File: config.mk
export PLATFORM = sky130hd
export DESIGN_NAME = mips_encode
export DESIGN_NICKNAME = d
export VERILOG_FILES = /design/src/rtl/mips_encode.sv
export SDC_FILE = /design/constraint.sdc
export NUM_CORES = 1
export LEC_CHECK = 0
export CAP_MARGIN = 0
export CORE_MARGIN = 2
export CORE_UTILIZATION = 35
export CTS_BUF_LIST = sky130_fd_sc_hd__clkbuf_4 sky130_fd_sc_hd__clkbuf_8
export CTS_CLUSTER_DIAMETER = 60
export DETAILED_ROUTE_END_ITERATION = 10
export PLACE_DENSITY = 0.72
export SLEW_MARGIN = 10
export SYNTH_ARGS = -nofsm -noshare
export SYNTH_HDL_FRONTEND = slang
export SYNTH_SLANG_ARGS = --single-unit
export TNS_END_PERCENT = 10
File: constraint.sdc
create_clock -name clock -period 5.1 [get_ports clock]
set_input_delay 1.53 -clock clock [delete_from_list [all_inputs] [get_ports clock]]
set_output_delay 1.53 -clock clock [all_outputs]
set_load 0.01 [all_outputs]
File: src/rtl/mips_encode.sv
// mips_encode: packs symbolic MIPS instructions into 32-bit words and streams them into instruction memory
// Ports: clock/reset (sync, active-high); in_valid/in_ready handshake with op_sel, rs, rt, rd, imm, target;
// flush restarts at BASE_ADDR; wr_en/wr_addr/wr_data write port; err flags an illegal op_sel; count/full occupancy.
`ifndef OP_RTYPE
`define OP_RTYPE 6'h00
`define OP_J     6'h02
`define OP_BEQ   6'h04
`define OP_BNE   6'h05
`define OP_ADDI  6'h08
`define OP_ANDI  6'h0C
`define OP_ORI   6'h0D
`define OP_XORI  6'h0E
`define OP_LUI   6'h0F
`define OP_LW    6'h23
`define OP_LBU   6'h24
`define OP_SB    6'h28
`define OP_SW    6'h2B
`define OP0_JR   6'h08
`define OP0_ADD  6'h20
`define OP0_SUB  6'h22
`define OP0_AND  6'h24
`define OP0_OR   6'h25
`define OP0_XOR  6'h26
`define OP0_NOR  6'h27
`define OP0_SLT  6'h2A
`define OP0_ADDM 6'h2C
`endif
module mips_encode #(
  parameter int          DEPTH     = 64,
  parameter logic [31:0] BASE_ADDR = 32'h00400000
) (
  input  logic                         clock,
  input  logic                         reset,
  input  logic                         in_valid,
  output logic                         in_ready,
  input  logic [4:0]                   op_sel,
  input  logic [4:0]                   rs,
  input  logic [4:0]                   rt,
  input  logic [4:0]                   rd,
  input  logic [15:0]                  imm,
  input  logic [25:0]                  target,
  input  logic                         flush,
  output logic                         wr_en,
  output logic [31:0]                  wr_addr,
  output logic [31:0]                  wr_data,
  output logic                         err,
  output logic [$clog2(DEPTH+1)-1:0]   count,
  output logic                         full
);
  localparam int CW = $clog2(DEPTH+1);
  typedef enum logic {S_LOAD, S_FULL} state_t;
  state_t          r_state;
  logic [CW-1:0]   r_count;
  logic            r_wr_en;
  logic            r_err;
  logic [31:0]     r_wr_addr;
  logic [31:0]     r_wr_data;
  logic [31:0]     w_word;
  logic            w_legal;
  logic            w_xfer;
  always_comb begin
    w_legal = 1'b1;
    w_word  = '0;
    case (op_sel)
      5'd0:    w_word = {`OP_RTYPE, rs, rt, rd, 5'b0, `OP0_ADD};
      5'd1:    w_word = {`OP_RTYPE, rs, rt, rd, 5'b0, `OP0_SUB};
      5'd2:    w_word = {`OP_RTYPE, rs, rt, rd, 5'b0, `OP0_AND};
      5'd3:    w_word = {`OP_RTYPE, rs, rt, rd, 5'b0, `OP0_OR};
      5'd4:    w_word = {`OP_RTYPE, rs, rt, rd, 5'b0, `OP0_NOR};
      5'd5:    w_word = {`OP_RTYPE, rs, rt, rd, 5'b0, `OP0_XOR};
      5'd6:    w_word = {`OP_RTYPE, rs, rt, rd, 5'b0, `OP0_SLT};
      5'd7:    w_word = {`OP_RTYPE, rs, 15'b0, `OP0_JR};
      5'd8:    w_word = {`OP_RTYPE, rs, rt, rd, 5'b0, `OP0_ADDM};
      5'd9:    w_word = {`OP_ADDI, rs, rt, imm};
      5'd10:   w_word = {`OP_ANDI, rs, rt, imm};
      5'd11:   w_word = {`OP_ORI, rs, rt, imm};
      5'd12:   w_word = {`OP_XORI, rs, rt, imm};
      5'd13:   w_word = {`OP_LUI, 5'b0, rt, imm};
      5'd14:   w_word = {`OP_LW, rs, rt, imm};
      5'd15:   w_word = {`OP_LBU, rs, rt, imm};
      5'd16:   w_word = {`OP_SW, rs, rt, imm};
      5'd17:   w_word = {`OP_SB, rs, rt, imm};
      5'd18:   w_word = {`OP_BEQ, rs, rt, imm};
      5'd19:   w_word = {`OP_BNE, rs, rt, imm};
      5'd20:   w_word = {`OP_J, target};
      default: w_legal = 1'b0;
    endcase
  end
  assign full     = (r_state == S_FULL);
  assign in_ready = ~full & ~flush;
  assign w_xfer   = in_valid & in_ready;
  always_ff @(posedge clock) begin
    if (reset) begin
      r_state   <= S_LOAD;
      r_count   <= '0;
      r_wr_en   <= 1'b0;
      r_err     <= 1'b0;
      r_wr_addr <= '0;
      r_wr_data <= '0;
    end else begin
      r_wr_en <= w_xfer & w_legal;
      r_err   <= w_xfer & ~w_legal;
      if (w_xfer & w_legal) begin
        r_wr_addr <= BASE_ADDR + (32'(r_count) << 2);
        r_wr_data <= w_word;
        r_count   <= r_count + 1'b1;
        if (r_count == CW'(DEPTH - 1)) r_state <= S_FULL;
      end
      // flush never coincides with a transfer since in_ready is low
      if (flush) begin
        r_count <= '0;
        r_state <= S_LOAD;
      end
    end
  end
  assign wr_en   = r_wr_en;
  assign err     = r_err;
  assign wr_addr = r_wr_addr;
  assign wr_data = r_wr_data;
  assign count   = r_count;
endmodule

==> After elaboration in Yosys (flattened, before gate mapping) <==
Cells that the tools add are included.
{ "word_totals": {"reg_bits": 74, "out_inout_bits": 75} }
{ "op_classes": {"n_addsub": 2, "n_eq_ne": 21, "muxes": 2, "n_bitwise": 7, "reduce_logical": 4} }
{ "ops": {"columns": ["operator", "n"], "rows": [
  ["one-hot mux 32 bit (21 select lines)", 1],
  ["== test 5 x 4 -> 1 bit, second input constant", 8],
  ["== test 5 bit, second input constant", 5],
  ["adder 23 x 9 -> 24 bit, first input constant", 1],
  ["OR reduction 21 bit", 1],
  ["== test 5 x 3 -> 1 bit, second input constant", 4],
  ["== test 5 x 2 -> 1 bit, second input constant", 2],
  ["adder 7 x 1 -> 7 bit, second input constant", 1],
  ["== test 7 x 6 -> 1 bit, second input constant", 1],
  ["== test 5 x 1 -> 1 bit, second input constant", 1],
  ["zero test 5 bit", 1],
  ["AND 1 bit", 4],
  ["NOT 1 bit", 3],
  ["AND reduction 2 bit", 1],
  ["OR reduction 2 bit", 1],
  ["2-to-1 mux 1 bit", 1]
]} }

==> Logic depth before layout (Yosys ltp) <==
{ "depth": {"depth_word": 5, "ltp_mapped": 7, "ltp_nobuf": 4} }

==> Least setup slack after synthesis <==
No wires, ideal clock.
{ "synth_path": {"kind": "in2out", "from": "input flush", "to": "output in_ready", "arrival_time_ns": 1.687, "slack_ns": 1.883, "path_stages": 1, "cell_sequence": "nor2_1"} }
{ "synth_via": {"elab_chain_cells": 2} }
{ "synth_rtl": {"columns": ["item", "line", "text"], "rows": [
  ["from (decl)", "42", "input logic flush,"],
  ["NOT 1 bit", "90", "assign in_ready = ~full & ~flush;"],
  ["AND 1 bit", "90", null],
  ["to (decl)", "35", "output logic in_ready,"]
]} }
Every way passes these cells.

==> Worst setup path after layout <==
Ends and elaborated chain as after synthesis.

==> results.md <==
- Synth Cell Area: 0.00264 mm²
- CP Data Required Time: 3570 ps
- Worst-margin pin slew: 773 ps
- Compound-gate portion of the synthesized area: 21.0%
- Min-Delay Path Depth: 2
- Final clock skew: 8.53 ps
- Post-CTS sizing: 0
- Final total power: 0.834 mW
- Final WL: 7.27 mm
- Most used DFF post-synth: dfxtp_1
- CTS clock-pin slew for the worst setup and hold paths: 100 ps
- Syn Area/Cell: 8.18 µm²
- Main combinational cell family by area after synthesis: simple AND/OR/NAND/NOR gates
- DR vias: 2641
- Synth warn: 0
- Most used cell along the critical path: clkdlybuf4s50_1
- P per Cell Area: 218 mW/mm²
- Relative slew slack: 48.5%
- CP endpoint kind: primary output
- WP data arrival: 2650 ps
- Register area share after synthesis: 37.1%
- Cells after synthesis: 323
- Flops & latches, synth: 49
- FFs w/ async S/R, synth: 0%
- Design Area, Final: 0.00383 mm²
- Layout area overhead: 45.0%
- Max-cap violations: 0
- Setup TNS: 0 ps
- Critical path class: in2out
- Root buffer cell: clkbuf_8
- # DRC: 0
- Drt initial violations: 99
- Status: completed
- Top delay family on crit path: buffers and inverters
- Worst hold path type: reg2reg
- Crit path time final: 4180 ps
- CTS Sinks: 49
- Placed wire-length estimate: 5.33 mm
- Final period util: 82.0%
- WP buf/inv: 2
- Row cnt: 31
- CP peak stage delay: 540 ps
- Peak VDD IR: 0.0913 mV
- Leakage power: 1.36 nW
- Final setup vio count: 0
- Area share of xor/xnor cells in the synthesized design: 0.995%
- CTS tree: yes
- RSZ-0062 raised after global routing: no
- Setup bufs post-CTS: 0
- Die height: 90.9 µm
- Starting Density: 36.2%
- CTS Buffer Depth: 2
- Placed Area: 0.00374 mm²
- Detail Route Antenna Nets: 0
- Port Buffers: 115
- Final Max Tran Viols: 0
- Hold buffer count at cts: 0
- Post-Synth Simple-Gate Area: 27.0%
- Adder-cell share of the synthesized area: 0.474%
- DIE AREA: 0.00826 mm²
- First-pass GRT wire length: 11.5 mm
- CTS Buf Count: 5
- Post-synthesis mux area share: 0.805%
- Depth of the worst register-to-register path: 5
- Number of cells on the critical path: 3
- Largest net degree at the start of global routing: 45
- CP startpoint kind: input port
- Global placement routability congestion: 0.703
- Distinct cell type count after synthesis: 52
- Grt total ovfl: 0
- DR pass1 iterations: 4
- Top Ports: 141
- CP max stage cell: clkdlybuf4s50_1
- Die X: 90.9 µm
- Skew-Pair Late Insertion Delay: 300 ps
- Post-synth EDFFs: 0
- H-tree Lvls: 2
- Fin. Hold Viols: 0
- Initial antenna violation count: 0
- Vias in the first global route: 2334
- Gr usage total: 17.0%
- Layout cell share with drive strength beyond 1: 5.66%
- Core Region: 0.00729 mm²
- Vias/cell: 5.05
- Critical Path Fanout Max: 4
- # nets final: 490
- Critical path cell sequence: clkdlybuf4s50_1, nor2_1, clkdlybuf4s50_1
- DR WL/cell: 13.9 µm
- FMAX: 239 MHz
- # diodes: 0
- # fillers: 731
worst paths after layout:
kind,from,to,slack [ps]
setup reg to reg,full,wr_data[19],3110
hold reg to reg,wr_addr[8],wr_addr[8],460
hold / removal,wr_addr[8],wr_addr[8],460
setup / recovery,flush,in_ready,920
layout by cell type (no fill, tap or decap), drive strengths merged, types with 8 or more instances in the layout:
cell type / synthesis / final
clkdlybuf4s50: 0 / 115
nor2: 42 / 42
nor3: 21 / 21
dfxtp: 49 / 49
nand3b: 8 / 8
o21ai: 9 / 9
a221oi: 22 / 22
a21oi: 17 / 17
conb: 1 / 25
nand2: 26 / 26
per-stage QoR:
step / setup WS [ps] / util, % / hold slack, ps / std cells
final: 918 / 52.5 / 464 / 523
after global routing: 844 / 52.5 / 497 / 523
after CTS: 915 / 52.5 / 468 / 523
after detailed placement: 917 / 51.3 / 454 / 515
after global placement: 939 / 51.3 / 443 / 515
after floorplan: 1880 / - / 481 / 347
worst min-delay path: stages, from the launching register on:
cell and delay [ps]:
dfxtp_1 320, nand2_1 50, a21oi_1 50
final cells by class:
type	count	area, µm²	area share (%)
Clock buffer	5	68.8	1.80
Clock inverter	3	22.5	0.588
Inverter	2	7.51	0.196
Multi-Input combinational cell	243	1420	37.1
Sequential cell	49	981	25.6
Tap cell	99	124	3.24
Timing Repair Buffer	122	1200	31.4
registers in the layout, indices dropped and copies added, names as in the netlist:
| signal | cells |
|---|---|
| wr_en | 1 |
| err | 1 |
| full | 1 |
| count | 7 |
| wr_addr | 8 |
| wr_data | 31 |
synth_stat cells (all sizes together) (2+ instances only):
cell	n	area (µm²)
a2111oi	3	26.3
a211oi	7	52.6
a21oi	17	85.1
a221oi	22	193
a311oi	6	52.6
and2	2	12.5
and3	7	43.8
buf	42	280
clkbuf	11	42.5
dfxtp	49	981
inv	2	7.51
nand2	26	97.6
nand2b	5	31.3
nand3	3	20.0
nand3b	8	60.1
nand4	2	12.5
nor2	42	158
nor2b	2	12.5
nor3	21	110
nor4	3	18.8
nor4b	3	32.5
o211ai	2	20.0
o21a	2	15.0
o21ai	9	48.8
o22a	2	17.5
o22ai	2	12.5
o31ai	2	15.0
or3	3	18.8
or4	2	15.0
xnor2	2	17.5
power by group:
group	internal (mW)	switching (mW)	leakage, nW
clock network	0.0964	0.134	0.0364
registers	0.399	0.00823	0.399
logic	0.105	0.0922	0.920
cells by family (layout without fill, tap and decap cells):
kind of cell / count (synthesis) / after routing
AO/OA/AOI/OAI: 76 / 76
buffers and inverters: 55 / 132
adder cells (fa/ha/maj): 1 / 1
flip-flops: 49 / 49
other: 1 / 25
AND/OR/NAND/NOR: 136 / 136
XOR/XNOR: 3 / 3
multiplexers: 2 / 2
per-layer routing:
layer | global-route usage [%] | vias to the layer above | share of wire [%]
met5 | 0 | - | 0
met4 | 3.91 | 0 | 0.83
met3 | 4.17 | 7 | 6.4
met2 | 28.6 | 98 | 48
met1 | 21.8 | 1212 | 45
li1 | - | 1324 | -
Note: power is estimated with default switching activity, not from simulation.
